File: src/rtl/ifid_pkg.sv
// Shared types and constants for the IF/ID skid-buffered stage register.
// Contents: control state encoding, default widths, the payload layout
// (PC, incremented PC, writeback flag) and the saturation limit of the flush
// counter.
package ifid_pkg;

  localparam int unsigned IFID_PC_W  = 8;
  localparam int unsigned IFID_CNT_W = 8;

  // Payload bits carried per instruction: pc + incre_pc + wb_ff.
  localparam int unsigned IFID_PAYLOAD_W = 2 * IFID_PC_W + 1;

  // Saturation limit of the flushed-instruction counter at the default width.
  localparam logic [IFID_CNT_W-1:0] IFID_CNT_MAX = '1;

  // Control states, encoded as (main_valid, skid_valid).
  typedef enum logic [1:0] {
    ST_EMPTY = 2'b00,
    ST_FULL  = 2'b10,
    ST_SKID  = 2'b11
  } state_e;

  // Payload layout at the default PC width. Field order matches the flat
  // vector {pc, incre_pc, wb_ff} used inside the stage.
  typedef struct packed {
    logic [IFID_PC_W-1:0] pc;
    logic [IFID_PC_W-1:0] incre_pc;
    logic                 wb_ff;
  } payload_t;

  // Payload width for an arbitrary PC width.
  function automatic int unsigned payload_w(input int unsigned pc_w);
    return 2 * pc_w + 1;
  endfunction

endpackage

File: src/rtl/ifid_skid_stage_if.sv
// Fetch-side and decode-side handshake bundle of the IF/ID stage.
// Fetch side: in_valid, PC_in, incre_pc_in, wb_ff_in -> stage; in_ready <- stage.
// Decode side: out_valid, PC_out, incre_pc_out, wb_ff_out <- stage; out_ready -> stage.
// The stage connects to the slave modport; the environment uses master.
interface ifid_skid_stage_if #(
  parameter int unsigned PC_W = 8
);

  logic            in_valid;
  logic            in_ready;
  logic [PC_W-1:0] PC_in;
  logic [PC_W-1:0] incre_pc_in;
  logic            wb_ff_in;

  logic            out_valid;
  logic            out_ready;
  logic [PC_W-1:0] PC_out;
  logic [PC_W-1:0] incre_pc_out;
  logic            wb_ff_out;

  modport slave (
    input  in_valid, PC_in, incre_pc_in, wb_ff_in, out_ready,
    output in_ready, out_valid, PC_out, incre_pc_out, wb_ff_out
  );

  modport master (
    output in_valid, PC_in, incre_pc_in, wb_ff_in, out_ready,
    input  in_ready, out_valid, PC_out, incre_pc_out, wb_ff_out
  );

endinterface

File: src/rtl/ifid_payload_reg.sv
// Load-enabled payload register with synchronous clear (clear wins over load).
// Ports: clk_i clock, clr_i sync clear, ld_i load enable, d_i data in,
// q_o registered data out.
module ifid_payload_reg #(
  parameter int unsigned W = 17
) (
  input  logic         clk_i,
  input  logic         clr_i,
  input  logic         ld_i,
  input  logic [W-1:0] d_i,
  output logic [W-1:0] q_o
);

  logic [W-1:0] data_q;

  always_ff @(posedge clk_i) begin
    if (clr_i) begin
      data_q <= '0;
    end else if (ld_i) begin
      data_q <= d_i;
    end
  end

  assign q_o = data_q;

endmodule

File: src/rtl/ifid_skid_stage.sv
// IF/ID pipeline stage register with a two-entry skid buffer, synchronous
// flush and a saturating count of flushed instructions.
// Ports: CLK clock; RST sync active-high reset; FLUSH sync flush;
// bus handshake/payload bundle (slave side); flush_cnt saturating count of
// valid entries discarded by FLUSH.
// in_ready is a register (NOT skid_valid), so decode stall never reaches
// fetch combinationally.
module ifid_skid_stage
  import ifid_pkg::*;
#(
  parameter int unsigned PC_W  = IFID_PC_W,
  parameter int unsigned CNT_W = IFID_CNT_W
) (
  input  logic             CLK,
  input  logic             RST,
  input  logic             FLUSH,
  ifid_skid_stage_if.slave bus,
  output logic [CNT_W-1:0] flush_cnt
);

  localparam int unsigned PAY_W = payload_w(PC_W);
  localparam logic [CNT_W+1:0] CNT_MAX = {2'b00, {CNT_W{1'b1}}};

  state_e           state_q;
  logic             out_valid_q;
  logic             in_ready_q;
  logic [CNT_W-1:0] flush_cnt_q;
  logic [CNT_W-1:0] flush_cnt_d;

  logic             in_xfer;
  logic             main_ld;
  logic             skid_ld;
  logic             pay_clr;
  logic [PAY_W-1:0] in_pay;
  logic [PAY_W-1:0] main_d;
  logic [PAY_W-1:0] main_q;
  logic [PAY_W-1:0] skid_q;
  logic [1:0]       flush_inc;
  logic [CNT_W+1:0] cnt_sum;

  assign in_pay  = {bus.PC_in, bus.incre_pc_in, bus.wb_ff_in};
  assign in_xfer = bus.in_valid & in_ready_q;
  assign pay_clr = RST | FLUSH;

  // Datapath steering: which payload register loads, and from where.
  always_comb begin
    main_ld = 1'b0;
    skid_ld = 1'b0;
    main_d  = in_pay;
    unique case (state_q)
      ST_EMPTY: main_ld = bus.in_valid;
      ST_FULL: begin
        main_ld = bus.in_valid & bus.out_ready;
        skid_ld = bus.in_valid & ~bus.out_ready;
      end
      ST_SKID: begin
        main_ld = bus.out_ready;
        main_d  = skid_q;
      end
      default: ;
    endcase
  end

  // Entries lost to a flush: an unconsumed main entry, the skid entry and
  // any input that would have been accepted this cycle.
  always_comb begin
    flush_inc   = 2'(out_valid_q & ~bus.out_ready)
                + 2'(state_q == ST_SKID)
                + 2'(in_xfer);
    cnt_sum     = (CNT_W + 2)'(flush_cnt_q) + (CNT_W + 2)'(flush_inc);
    flush_cnt_d = (cnt_sum > CNT_MAX) ? CNT_MAX[CNT_W-1:0] : cnt_sum[CNT_W-1:0];
  end

  // Control FSM with registered handshake flags; reset over flush over handshake.
  always_ff @(posedge CLK) begin
    if (RST) begin
      state_q     <= ST_EMPTY;
      out_valid_q <= 1'b0;
      in_ready_q  <= 1'b1;
      flush_cnt_q <= '0;
    end else if (FLUSH) begin
      state_q     <= ST_EMPTY;
      out_valid_q <= 1'b0;
      in_ready_q  <= 1'b1;
      flush_cnt_q <= flush_cnt_d;
    end else begin
      unique case (state_q)
        ST_EMPTY: begin
          if (bus.in_valid) begin
            state_q     <= ST_FULL;
            out_valid_q <= 1'b1;
          end
        end
        ST_FULL: begin
          if (bus.in_valid && !bus.out_ready) begin
            state_q    <= ST_SKID;
            in_ready_q <= 1'b0;
          end else if (!bus.in_valid && bus.out_ready) begin
            // Payload is left as-is; decode qualifies with out_valid.
            state_q     <= ST_EMPTY;
            out_valid_q <= 1'b0;
          end
        end
        ST_SKID: begin
          if (bus.out_ready) begin
            state_q    <= ST_FULL;
            in_ready_q <= 1'b1;
          end
        end
        default: begin
          state_q     <= ST_EMPTY;
          out_valid_q <= 1'b0;
          in_ready_q  <= 1'b1;
        end
      endcase
    end
  end

  ifid_payload_reg #(.W(PAY_W)) u_main_reg (
    .clk_i (CLK),
    .clr_i (pay_clr),
    .ld_i  (main_ld),
    .d_i   (main_d),
    .q_o   (main_q)
  );

  ifid_payload_reg #(.W(PAY_W)) u_skid_reg (
    .clk_i (CLK),
    .clr_i (pay_clr),
    .ld_i  (skid_ld),
    .d_i   (in_pay),
    .q_o   (skid_q)
  );

  assign bus.out_valid = out_valid_q;
  assign bus.in_ready  = in_ready_q;
  assign {bus.PC_out, bus.incre_pc_out, bus.wb_ff_out} = main_q;
  assign flush_cnt     = flush_cnt_q;

endmodule

File: src/flat_wrapper.sv
// flat-port wrapper written by rule: the top's interface ports become plain ports
module ifid_skid_stage_flat import ifid_pkg::*;
#(
  parameter int unsigned PC_W  = IFID_PC_W,
  parameter int unsigned CNT_W = IFID_CNT_W
)
  (CLK, RST, FLUSH, flush_cnt, bus_in_valid, bus_PC_in, bus_incre_pc_in, bus_wb_ff_in, bus_out_ready, bus_in_ready, bus_out_valid, bus_PC_out, bus_incre_pc_out, bus_wb_ff_out);
  ifid_skid_stage_if #(.PC_W(PC_W)) bus_i ();
  input  logic CLK;
  input  logic RST;
  input  logic FLUSH;
  output logic [CNT_W-1:0] flush_cnt;
  input wire logic [$bits(bus_i.in_valid)-1:0] bus_in_valid;
  input wire logic [$bits(bus_i.PC_in)-1:0] bus_PC_in;
  input wire logic [$bits(bus_i.incre_pc_in)-1:0] bus_incre_pc_in;
  input wire logic [$bits(bus_i.wb_ff_in)-1:0] bus_wb_ff_in;
  input wire logic [$bits(bus_i.out_ready)-1:0] bus_out_ready;
  output wire logic [$bits(bus_i.in_ready)-1:0] bus_in_ready;
  output wire logic [$bits(bus_i.out_valid)-1:0] bus_out_valid;
  output wire logic [$bits(bus_i.PC_out)-1:0] bus_PC_out;
  output wire logic [$bits(bus_i.incre_pc_out)-1:0] bus_incre_pc_out;
  output wire logic [$bits(bus_i.wb_ff_out)-1:0] bus_wb_ff_out;
  assign bus_i.in_valid = bus_in_valid;
  assign bus_i.PC_in = bus_PC_in;
  assign bus_i.incre_pc_in = bus_incre_pc_in;
  assign bus_i.wb_ff_in = bus_wb_ff_in;
  assign bus_i.out_ready = bus_out_ready;
  assign bus_in_ready = bus_i.in_ready;
  assign bus_out_valid = bus_i.out_valid;
  assign bus_PC_out = bus_i.PC_out;
  assign bus_incre_pc_out = bus_i.incre_pc_out;
  assign bus_wb_ff_out = bus_i.wb_ff_out;
  ifid_skid_stage #(.PC_W(PC_W), .CNT_W(CNT_W)) u_core (.CLK(CLK), .RST(RST), .FLUSH(FLUSH), .bus(bus_i), .flush_cnt(flush_cnt));
endmodule
File: config.mk
export PLATFORM = sky130hd
export DESIGN_NAME = ifid_skid_stage_flat
export DESIGN_NICKNAME = d
export VERILOG_FILES = /design/src/rtl/ifid_pkg.sv /design/src/rtl/ifid_skid_stage_if.sv /design/src/rtl/ifid_payload_reg.sv /design/src/rtl/ifid_skid_stage.sv /design/src/flat_wrapper.sv
export SDC_FILE = /design/constraint.sdc
export NUM_CORES = 1
export LEC_CHECK = 0
export BUFFER_PORTS_ARGS = -buffer_cell sky130_fd_sc_hd__clkbuf_2
export CELL_PAD_IN_SITES_DETAIL_PLACEMENT = 1
export CELL_PAD_IN_SITES_GLOBAL_PLACEMENT = 2
export CORE_MARGIN = 2
export CORE_UTILIZATION = 32
export CTS_CLUSTER_DIAMETER = 100
export DETAILED_ROUTE_END_ITERATION = 8
export MAX_ROUTING_LAYER = met4
export PLACE_DENSITY_LB_ADDON = 0.1
export SYNTH_ARGS = -nofsm -noshare
export SYNTH_HDL_FRONTEND = slang
export SYNTH_SLANG_ARGS = --single-unit
File: constraint.sdc
create_clock -name CLK -period 3.09 [get_ports CLK]
set_input_delay 0 -clock CLK [delete_from_list [all_inputs] [get_ports CLK]]
set_output_delay 0 -clock CLK [all_outputs]
set_load 0.005 [all_outputs]
* After elaboration in Yosys (flattened, before gate mapping)
Cells that the tools add are included. W data, S select, Z words.
Storage, ports and cells: bits in registers 46, input port bits 22, output and inout bits 27, logic and storage cells 52
Operators by class: add/sub/neg operators 3, $lt $le $gt $ge 1, equality and inequality tests 8, muxes and demuxes 16, bitwise operators 9, reduce and logical (&&, ||, !) cells 9
Operator list (count):
- $mux W17 | 1
- $gt A10 B8 Y1 const B | 1
- $add A8 B2 Y9 | 1
- $pmux W1 S3 | 3
- $mux W2 | 4
- $mux W8 | 1
- $mux W1 | 6
- $ne A2 B2 Y1 const B | 3
- $pmux W2 S3 | 1
- $reduce_and A3 Y1 | 2
- $add A2 B1 Y2 | 2
- $eq A2 B2 Y1 const B | 2
- $ne A2 B1 Y1 const B | 2
- $reduce_and A4 Y1 | 1
- $and A1 B1 Y1 | 3
- $ne A3 B1 Y1 const B | 1
- $not A1 Y1 | 3
- $and A1 B2 Y2 | 1
- $logic_and A1 B1 Y1 | 2
- $logic_not A1 Y1 | 2
- $logic_not A2 Y1 | 1
- $not A1 Y2 | 1
- $reduce_or A2 Y1 | 1
- $or A1 B1 Y1 | 1

* Logic depth before layout (Yosys ltp)
Gate-level depths: netlist (run 1).
word-level depth 7, depth in mapped cells 12

* By module
Synthesis (run 1) repeated with hierarchy kept, for this count alone.
Unflattened totals: cell total of the unflattened synthesis 218, area, all modules 2185.8 sq um
By module, submodules not included:
- ifid_payload_reg | instances 2, cells an instance 55, area an instance 614.3 sq um, sequential area each 340.3 sq um
- ifid_skid_stage | instances 1, cells an instance 108, area an instance 957.2 sq um, sequential area each 240.2 sq um

* Worst setup path before layout (run 1)
OpenSTA, ideal clock, no wires.
path kind register to register, start register u_core.state_q[0], end register u_core.flush_cnt_q[6], in the netlist u_core.flush_cnt[6], library setup time 122 ps, arrival 2386 ps, data required time 2968 ps, path slack 582 ps, stages on the path, launching flop included 13, path buffers 1, clock period less this slack 2508 ps, cell sequence dfxtp_1 -> ha_1 -> clkbuf_2 -> inv_1 -> fa_1 -> inv_1 -> ha_1 -> inv_1 -> fa_1 -> and3b_1 -> nand4_1 -> nor3_1 -> a211oi_1
On the way: word-level cells in the longest chain between the ends 6
Ends and longest elaborated chain:
- start, declared | RTL line ifid_skid_stage.sv:24 | state_e state_q;
- start signal, assigned | RTL line ifid_skid_stage.sv:77 | state_q <= ST_EMPTY;
- start signal, assigned | RTL line ifid_skid_stage.sv:82 | state_q <= ST_EMPTY;
- start signal, assigned | RTL line ifid_skid_stage.sv:90 | state_q <= ST_FULL;
- $eq A2 B2 Y1 (*) | RTL line ifid_skid_stage.sv:68 | + 2'(state_q == ST_SKID)
- $add A2 B1 Y2 (*) | RTL line ifid_skid_stage.sv:68
- $add A2 B1 Y2 (*) | RTL line ifid_skid_stage.sv:69 | + 2'(in_xfer);
- $add A8 B2 Y9 (*) | RTL line ifid_skid_stage.sv:70 | cnt_sum = (CNT_W + 2)'(flush_cnt_q) + (CNT_W + 2)'(flush_inc);
- $gt A10 B8 Y1 | RTL line ifid_skid_stage.sv:71 | flush_cnt_d = (cnt_sum > CNT_MAX) ? CNT_MAX[CNT_W-1:0] : cnt_sum[CNT_W-1:0];
- $mux W8 (*) | RTL line ifid_skid_stage.sv:71
- end signal, assigned | RTL line ifid_skid_stage.sv:85 | flush_cnt_q <= flush_cnt_d;
- end, declared | RTL line ifid_skid_stage.sv:27 | logic [CNT_W-1:0] flush_cnt_q;
Mark *: on every way between the ends. The rest lies on a longest branch, timed or not. A chain may end at the register's enable or synchronous reset.

* Worst setup path in the final report (run 1)
Same ends and word-level chain as after synthesis.

==> results of run 1 <==
==> cells by family (layout without fill, tap and decap cells) <==
family / count (synthesis) / in the layout / share of synthesized area [%]
compound gates: 59 / 59 / 20.41
xor+xnor: 1 / 1 / 0.3936
fa+ha+maj: 9 / 9 / 5.733
buf+inv: 27 / 88 / 7.532
flops: 46 / 46 / 41.37
mux: 19 / 19 / 8.544
simple gates: 79 / 79 / 16.02
==> routing by layer <==
metal	vias up	GRT usage [%]
met5	-	-
met4	0	4.615
met3	7	3.412
met2	31	22.66
met1	843	19.42
li1	948	-
==> worst min-delay path: stages <==
cell and delay, ps:
clkbuf_2 160, o41ai_1 80, o311ai_0 90
==> layout by cell type (no fill, tap or decap), types with 5 or more instances in the layout <==
cell type       n
a211oi_1        5
a211oi_2       13
a21oi_1        24
clkbuf_2       48
clkbuf_8        6
dfxtp_1        46
dlygate4sd3_1  18
ha_1            7
inv_1          11
mux2i_1        19
nand2_1        41
nor2_1         19
==> final timing paths <==
path                                                from  slack, ps                        to
worst min-delay path                       bus_out_ready         70       u_core.bus.in_ready
worst min register to register  u_core.u_skid_reg.q_o[1]        460  u_core.u_skid_reg.q_o[1]
worst max register to register         u_core.state_q[0]        480       u_core.flush_cnt[6]
worst max-delay path                   u_core.state_q[0]        480       u_core.flush_cnt[6]
==> state kept, by name (all words and copies together), names as in the netlist <==
signal and cells:
u_core.state_q 2, u_core.u_main_reg.q_o 17, u_core.bus.in_ready 1, u_core.u_skid_reg.q_o 17, u_core.flush_cnt 8, u_core.bus.out_valid 1
==> stage by stage <==
stage	total power, W	hold WS (ps)
after floorplan	0.0007332	134.3
after global placement	0.0007770	240.9
after detailed placement	0.0007784	250.4
after CTS	0.001211	67.66
after global routing	0.001247	96.90
final	0.001184	72.47
==> cell type report <==
type | count | area [µm²]
multi-input combinational | 167 | 1137
fill | 815 | 4019
timing repair buffer | 69 | 442.9
tap | 80 | 100.1
sequential | 46 | 920.9
inverter | 11 | 41.29
clock buffer | 7 | 86.33
clock inverter | 1 | 8.758
==> timing repair <==
action | CTS | global route
endpoints found under the hold margin | 20 | 0
hold buffers | 18 | 0
buffers inserted | 0 | 0
gates resized for setup | 0 | 0
==> power groups by stage <==
| stage | Combinational (W) | Sequential (W) | Clock (W) |
|---|---|---|---|
| global route | 0.000180 | 0.000623 | 0.000444 |
| global placement | 0.000143 | 0.000634 | 0 |
| detailed placement | 0.000144 | 0.000635 | 0 |
| CTS | 0.000163 | 0.000621 | 0.000427 |
| floorplan | 0.0000982 | 0.000635 | 0 |
| finish | 0.000159 | 0.000620 | 0.000405 |
==> reports/qor.yml, run 1 <==
wl_met1_mm: 2.603
status: "complete, no violations"
ys_types: 40
final_cells: 381
seq_area_frac_synth_pct: 41.37
nets: 331
fmax_mhz: 382.5
slew_headroom_pct: 57.64
p_int_w: 0.0008661
final_core_util_pct: 40.52
finalHoldViolations: 0
worstPathCellList: "ha_1 > inv_1 > fa_1 > inv_1 > ha_1 > inv_1 > fa_1 > and3b_1 > nand4_1 > nor3_1 > a211oi_1"
rsz0062_at_grt: "no"
root_buffer: "clkbuf_8"
yosysTopAreaCell: "dfxtp_1"
rows: 30
cp_num_cells: 11
io_buffer_count: 48
drv_slew: 0
min_period_over_period_pct: 84.62
setup-tns-final_ps: 0
skew_ps: 7.899
netlist_instances: 240
min_path_type: "input pin to register"
n_antenna_cell: 0
critPathMaxStageDelay_ps: 470
dpl-instance-area_um2: 2462
p_leak_nw: 1.055
routedWlPerCell_um: 13.62
wl_met2_mm: 2.341
place_congestion: 0.7267
synth_top_flop_cell: "dfxtp_1"
start_util_pct: 32.94
avgViaCountPerCell: 4.801
num_vias: 1829
ys_warn_count: 0
setup_ws_ps: 475.4
power.density_nw_per_um2: 432.5
cts_buffers: 5
h-tree-depth: 2
avgSynthCellArea_um2: 9.275
firstDrtPassIters: 4
endpoint_kind: "register"
maxCapViolCount: 0
crit_family: "adder cells"
insertion_delay_ps: 300
yosysTopAreaCellShare_pct: 41.37
async_flop_share_pct: 0
drc: 0
syn_area_um2: 2226
yosysMostFrequentCell: "dfxtp_1"
swShare_pct: 26.86
drive_gt1_share_pct: 26.58
dr_wl_met3_um: 182
grt-ovfl-total: 0
power_frac_comb_pct: 13.4
antenna_found_initial: 0
ir_drop_mv: 0.1684
grt_max_degree: 35
die-area_um2: 7639
worst_path_most_repeated_cell: "inv_1"
tritoncts: "yes"
setup_viol: 0
globalRouteTotalUtil_pct: 14.82
grt_pass1_vias: 1783
pwr-share-clk_pct: 34.2
top_layer_used: "met4"
clk_pin_slew_ps: 90
ant_nets: 0
p_switching_w: 0.0003180
cts_max_path_buffers: 2
start_kind: "register"
cp_slowest_cell: "fa_1"
max_slew.worst_pin.slew_ps: 635.4
ys_top_cells_by_count: "dfxtp_1, nand2_1, a21oi_1"
seq_power_share_pct: 52.4
io_pins: 49
drt-total-wl_mm: 5.188
fin_crit_ps: 2615
reg2regPathDepth: 11
cts_sinks: 46
post-place-ws_ps: 452.0
synth_area_leaders: "dfxtp_1, mux2i_1, a211oi_2, nand2_1, a21oi_1"
drt_iter0_drc: 42
grt_pass1_wl_mm: 8.659
syn-num-nets: 271
critPathRequiredTime_ps: 3280
synth-edff-count: 0
die_w_um: 87.40
place_hpwl_mm: 3.468
min_delay_path_depth: 3
ys_ff_latch: 46
area_growth_pct: 22.99
crit_type: "register to register"
cp.arrival_ps: 2810
coreArea_um2: 6756
crit_path_max_fanout: 5
design_area_um2: 2738
path_buf_inv: 3
die_h_um: 87.40
placed_cells: 355
(Power assumes the default switching activity.)
==> run 2: changes to the inputs <==
--- a/config.mk
+++ b/config.mk
@@ -5,11 +5,12 @@
 export SDC_FILE = /design/constraint.sdc
 export NUM_CORES = 1
 export LEC_CHECK = 0
+export ABC_AREA = 1
 export BUFFER_PORTS_ARGS = -buffer_cell sky130_fd_sc_hd__clkbuf_2
 export CELL_PAD_IN_SITES_DETAIL_PLACEMENT = 1
 export CELL_PAD_IN_SITES_GLOBAL_PLACEMENT = 2
 export CORE_MARGIN = 2
-export CORE_UTILIZATION = 32
+export CORE_UTILIZATION = 31
 export CTS_CLUSTER_DIAMETER = 100
 export DETAILED_ROUTE_END_ITERATION = 8
 export MAX_ROUTING_LAYER = met4
==> constraint.sdc (replaced) <==
create_clock -name CLK -period 2.45 [get_ports CLK]
set_input_delay 0 -clock CLK [delete_from_list [all_inputs] [get_ports CLK]]
set_output_delay 0 -clock CLK [all_outputs]
set_load 0.005 [all_outputs]
==> run 2 against run 1 <==
Net effect: setup slack got worse by 350 ps; sequential cell count unchanged; sequential share of layout area decreased by 3.1 points; worst hold slack got worse by 2.8 ps; synthesized cell count increased by 26%; global-route usage increased by 1.0 points; final cell count increased by 24%; combinational power increased by 82%; largest cell class unchanged; largest power group unchanged.
==> reports/qor.yml, run 2 <==
endpoint_kind: "register"
nets: 401  # +21%
drv_slew: 0  # unchanged
antenna_found_initial: 0  # unchanged
status: "complete, no violations"
worst_path_most_repeated_cell: "inv_2"
skew_ps: 9.552  # +1.653 ps
start_util_pct: 31.53  # -1.4 points
syn-num-nets: 334  # +23%
synth_area_leaders: "dfxtp_1, nor2_1, nand2_1, mux2i_1, nand3_2"
final_cell_mix: "nor2_1, clkbuf_2, nand2_1, dfxtp_1"
ys_warn_count: 0  # unchanged
firstDrtPassIters: 4  # unchanged
synth_top_flop_cell: "dfxtp_1"
maxCapViolCount: 0  # unchanged
critPathRequiredTime_ps: 2710  # -570 ps
drc: 0  # unchanged
grt-ovfl-total: 0  # unchanged
num_vias: 2123  # +16%
insertion_delay_ps: 300  # about the same
grt_max_degree: 39  # +11%
seq_area_frac_synth_pct: 38.39  # -3.0 points
yosysMostFrequentCell: "nor2_1"
die-area_um2: 8457  # +11%
die_w_um: 91.96  # +5.2%
place_hpwl_mm: 4.159  # +20%
io_buffer_count: 48  # unchanged
p_leak_nw: 1.366  # +30%
min_path_type: "input pin to register"
io_pins: 49  # unchanged
slew_headroom_pct: 66.40  # +8.8 points
rows: 32  # +6.7%
grt_pass1_vias: 2222  # +25%
routedWlPerCell_um: 12.90  # -5.3%
root_buffer: "clkbuf_8"
cp.arrival_ps: 2580  # -230 ps
worstPathCellList: "ha_4 > inv_2 > fa_1 > inv_1 > ha_2 > inv_2 > fa_2 > inv_2 > nand2_4 > nor2_4 > nand3_2 > nand2_1 > o21ai_0 > inv_1"
place_congestion: 0.7582  # +4.3%
async_flop_share_pct: 0  # unchanged
coreArea_um2: 7607  # +13%
cts_buffers: 5  # unchanged
start_kind: "register"
syn_area_um2: 2399  # +7.8%
netlist_instances: 303  # +26%
drive_gt1_share_pct: 29.65  # +3.1 points
rsz0062_at_grt: "yes"
globalRouteTotalUtil_pct: 15.85  # +1.0 points
yosysTopAreaCellShare_pct: 38.39  # -3.0 points
cp_slowest_cell: "fa_1"
n_antenna_cell: 0  # unchanged
ys_top_cells_by_count: "nor2_1, dfxtp_1, nand2_1"
critPathMaxStageDelay_ps: 400  # -70 ps
finalPower_w: 0.001622  # +37%
crit_type: "register to register"
timing.hold.ws_ps: 69.69  # -2.785 ps
fin_crit_ps: 2326  # -289.1 ps
yosysTopAreaCell: "dfxtp_1"
avgViaCountPerCell: 4.488  # -6.5%
die_h_um: 91.96  # +5.2%
cts_max_path_buffers: 2  # unchanged
fillers: 963  # +18%
fmax_mhz: 430.0  # +12%
ys_ff_latch: 46  # unchanged
ant_nets: 0  # unchanged
setup_viol: 0  # unchanged
crit_path_max_fanout: 6  # +1
max_slew.worst_pin.slew_ps: 500.8  # -134.6 ps
drt-total-wl_mm: 6.101  # +18%
min_period_over_period_pct: 94.92  # +10 points
area_growth_pct: 26.76
avgSynthCellArea_um2: 7.916  # -15%
clk_pin_slew_ps: 100  # about the same
finalHoldViolations: 0  # unchanged
h-tree-depth: 2  # unchanged
grt_pass1_wl_mm: 10.52  # +22%
synth-edff-count: 0  # unchanged
drt_iter0_drc: 71  # +69%
ir_drop_mv: 0.2298  # +36%
tritoncts: "yes"
mostFrequentLayoutCell: "nor2_1"
power.density_nw_per_um2: 533.3  # +23%
ys_types: 31  # -23%
cts_sinks: 46  # unchanged
## run 2: area by class of cell
class | instances | area (µm²) | share of cell area [%]
Multi-Input combinational cell | 216 | 1297 | 42.67
Sequential cell | 46 | 928.4 | 30.53
Clock inverter | 1 | 8.758 | 0.2881
Clock buffer | 7 | 96.34 | 3.169
Inverter | 27 | 101.3 | 3.333
Tap cell | 102 | 127.6 | 4.198
Timing Repair Buffer | 74 | 480.5 | 15.80
## run 2: repair_timing
action                                 4_1_cts  5_1_grt
pin swaps                                    0        7
setup endpoints to repair                    4        8
gates resized for setup                      1       13
hold buffers                                18        0
setup buffers                                0        3
endpoints found under the hold margin       20        0
## run 2: worst max-delay path: cells and delay by family (launching register included)
family	cells	cell delay (ps)
compound gates	1	70
buf+inv	5	280
fa+ha+maj	4	1120
flops	1	370
simple gates	4	440
## run 2: cells by family after synthesis
kind of cell,after synthesis,synth area share [%]
XOR/XNOR,1,0.3652
multiplexers,17,7.094
AO/OA/AOI/OAI,48,11.89
flip-flops,46,38.39
AND/OR/NAND/NOR,141,27.54
buffers and inverters,41,9.389
adder cells (fa/ha/maj),9,5.321
## run 2: metal layers
metal / share of wire [%] / wire (µm) / vias up / global-route usage (%)
met2: 46 / 2811 / 35 / 26.41
met3: 2.9 / 174 / 7 / 2.629
met5: 0 / 0 / - / -
met4: 0.92 / 56 / 0 / 4.104
li1: - / - / 1104 / -
met1: 50 / 3059 / 977 / 20.08
## run 2: stage by stage
stage	TNS, ps	area (µm²)	utilization [%]	worst slack [ps]	std cells
5_1_grt	-6.651	3040	39.97	-6.651	473
6_report	0	3040	39.97	124.4	473
2_1_floorplan	0	2420	-	6.746	303
3_5_place_dp	-71.23	2704	35.54	-22.49	444
3_3_place_gp	0	2704	35.54	79.48	444
4_1_cts	0	2990	39.31	31.43	470
## run 2: worst paths after layout
check        cells after the start  slack, ps                 start                    to
min                              3         70                 FLUSH   u_core.flush_cnt[0]
max reg2reg                     14        120     u_core.state_q[0]   u_core.flush_cnt[5]
max                             14        120     u_core.state_q[0]   u_core.flush_cnt[5]
min reg2reg                      2        480  u_core.bus.out_valid  u_core.bus.out_valid
## run 2: where the power goes
part	internal, W	switching (W)	leakage [nW]	total, W
Clock	0.000259	0.000277	0.0544	0.000537
Sequential	0.000776	0.0000207	0.375	0.000796
Combinational	0.000123	0.000165	0.937	0.000289
==> run 3: changes to the inputs <==
--- a/config.mk
+++ b/config.mk
@@ -5,12 +5,11 @@
 export SDC_FILE = /design/constraint.sdc
 export NUM_CORES = 1
 export LEC_CHECK = 0
-export ABC_AREA = 1
 export BUFFER_PORTS_ARGS = -buffer_cell sky130_fd_sc_hd__clkbuf_2
 export CELL_PAD_IN_SITES_DETAIL_PLACEMENT = 1
 export CELL_PAD_IN_SITES_GLOBAL_PLACEMENT = 2
 export CORE_MARGIN = 2
-export CORE_UTILIZATION = 31
+export CORE_UTILIZATION = 32
 export CTS_CLUSTER_DIAMETER = 100
 export DETAILED_ROUTE_END_ITERATION = 8
 export MAX_ROUTING_LAYER = met4
==> run 3 against run 2 <==
Net effect: register-to-register slack is essentially flat; global-route usage decreased by 0.76 points; sequential cell count did not move; critical path depth shrank 3; cell area down 8.3%; clock skew shrank 0.95 ps; wire length is 15% lower; clock-buffer cell count is the same; final cell count down 19%; die area down 9.7%; setup slack better by 4.4 ps; critical path type unchanged; critical endpoint is now u_core.flush_cnt[6].
==> reports/qor.yml, run 3 (synthesis results as in run 1) <==
cts_max_path_buffers: 2  # unchanged
start_util_pct: 32.94  # +1.4 points
cts_setup_buffers: 0  # unchanged
cts_sinks: 46  # unchanged
swShare_pct: 25.89  # -2.7 points
rrSetupSlack_ps: 130  # about the same
mostFrequentLayoutCell: "clkbuf_2"
setup_ws_ps: 128.8  # +4.427 ps
min-delay-start: "RST"
cp_slowest_cell: "fa_1"
critPathMaxStageDelay_ps: 460  # +60 ps
worst_path_most_repeated_cell: "inv_2"
reg2reg_from: "u_core.state_q[0]"
clk_pin_slew_ps: 90  # about the same
nets: 334  # -17%
timing.hold.ws_ps: 14.58  # -55.11 ps
final_cells: 384  # -19%
firstDrtPassIters: 4  # unchanged
insertion_delay_ps: 290  # about the same
rsz0062_at_grt: "yes"
ir_drop_mv: 0.1824  # -21%
fmax_mhz: 430.8  # +0.19%
start_kind: "register"
io_buffer_count: 48  # unchanged
cts_buffers: 5  # unchanged
finalHoldViolations: 0  # unchanged
avgViaCountPerCell: 4.909  # +9.4%
post-place-ws_ps: 24.04  # +46.53 ps
drt_iter0_drc: 45  # -37%
grt_max_degree: 35  # -10%
power.density_nw_per_um2: 529.2  # -0.78%
crit_type: "register to register"
maxCapViolCount: 0  # unchanged
n_antenna_cell: 0  # unchanged
setup_viol: 0  # unchanged
globalRouteTotalUtil_pct: 15.09  # -0.76 points
critPathRequiredTime_ps: 2630  # -80 ps
drt-total-wl_mm: 5.211  # -15%
reg2regPathDepth: 11  # -3
multi_input_area_um2: 1156  # -11%
max_slew.worst_pin.slew_ps: 407.9  # -92.99 ps
h-tree-depth: 2  # unchanged
cp.arrival_ps: 2510  # -70 ps
endpoint_kind: "register"
drv_slew: 0  # unchanged
min_delay_path_depth: 2  # -1
drive_gt1_share_pct: 30.26  # +0.61 points
ant_nets: 0  # unchanged
grt-ovfl-total: 0  # unchanged
seq_power_share_pct: 53.1  # +4.0 points
tritoncts: "yes"
skew_ps: 8.598  # -0.9543 ps
area_growth_pct: 25.24
final_cell_mix: "clkbuf_2, dfxtp_1, nand2_1, a21oi_1"
r2r-end: "u_core.flush_cnt[6]"
crit_path_max_fanout: 5  # -1
place_congestion: 0.7388  # -2.6%
p_switching_w: 0.0003819  # -18%
coreArea_um2: 6756  # -11%
grt_pass1_wl_mm: 8.852  # -16%
p_int_w: 0.001093  # -5.6%
worstPathCellList: "ha_4 > inv_2 > fa_1 > inv_1 > ha_2 > inv_2 > fa_2 > and3b_2 > nand4_1 > nor3_1 > a211oi_1"
placed_cells: 359  # -19%
rows: 30  # -6.3%
grt_pass1_vias: 1906  # -14%
io_pins: 49  # unchanged
min_to: "u_core.flush_cnt[3]"
slew_headroom_pct: 72.81  # +6.4 points
routedWlPerCell_um: 13.57  # +5.2%
p_leak_nw: 1.071  # -22%
fillers: 798  # -17%
min_period_over_period_pct: 94.74  # -0.18 points
die-area_um2: 7639  # -9.7%
num_vias: 1885  # -11%
min_path_type: "input pin to register"
die_h_um: 87.40  # -5.0%
cp-startpoint: "u_core.state_q[0]"
drc: 0  # unchanged
die_w_um: 87.40  # -5.0%
pwr-share-clk_pct: 32.7  # -0.4 points
root_buffer: "clkbuf_8"
fin_crit_ps: 2321  # -4.427 ps
power_frac_comb_pct: 14.2  # -3.6 points
antenna_found_initial: 0  # unchanged
seqCellArea_um2: 923.4  # -0.54%
place_hpwl_mm: 3.629  # -13%
status: "complete, no violations"
## run 3: cell types whose count changed in the layout (fill, tap and decap cells not counted), sizes merged, moves of 3 or more
| cell | delta |
|---|---|
| a211oi | +18 |
| a21oi | +3 |
| inv | -15 |
| nand2 | -8 |
| nand3 | -22 |
| nor2 | -42 |
| nor3 | +4 |
| o21ai | -20 |
## run 3: per-layer routing
layer / vias up / GRT usage [%] / share of wire (%)
met5: - / - / 0
met2: 30 / 23.48 / 45
met3: 7 / 3.981 / 4.2
li1: 960 / - / -
met4: 0 / 3.776 / 1.1
met1: 888 / 19.50 / 50
## run 3: layout make-up
cell class	count	share of cell area [%]
timing repair buffer	72	17.06
sequential	46	33.12
tap	80	3.591
multi-input combinational	167	41.47
clock inverter	1	0.1795
inverter	11	1.481
clock buffer	7	3.097
## run 3: how the worst max path moves through the flow
stage	endpoint	slack (ps)
after detailed placement	u_core.flush_cnt[6]	20
after floorplan	u_core.flush_cnt[6]	10
final	u_core.flush_cnt[6]	130
after CTS	u_core.flush_cnt[6]	20
after global placement	u_core.flush_cnt[6]	80
after global routing	u_core.flush_cnt[6]	-20
## run 3: per-stage QoR
stage | TNS (ps) | area, µm² | power, W | utilization, %
after floorplan | 0 | 2235 | 0.0009256 | -
after global placement | 0 | 2514 | 0.0009904 | 37.20
after detailed placement | 0 | 2514 | 0.0009916 | 37.20
after CTS | 0 | 2775 | 0.001502 | 41.07
after global routing | -21.69 | 2788 | 0.001562 | 41.26
final | 0 | 2788 | 0.001475 | 41.26
## run 3: worst max-delay path, delay by kind of cell (launching register included)
family                     cells  cell delay [ps]
AOI/OAI and AO/OA              1               70
adders and majority gates      4             1110
buffers and inverters          3              160
DFF                            1              360
and+or+nand+nor                3              540
## run 3: power groups by stage
| stage | Combinational (W) | Sequential [W] | Clock (W) |
|---|---|---|---|
| CTS | 0.000214 | 0.000783 | 0.000505 |
| finish | 0.000210 | 0.000783 | 0.000482 |
| detailed placement | 0.000191 | 0.000800 | 0 |
| floorplan | 0.000125 | 0.000801 | 0 |
| global placement | 0.000190 | 0.000800 | 0 |
| global route | 0.000237 | 0.000786 | 0.000539 |
## run 3: timing repair
item | 4_1_cts | 5_1_grt
hold buffers | 17 | 0
setup endpoints to repair | 0 | 2
resized for setup | 0 | 3
endpoints found under the hold margin | 17 | 0
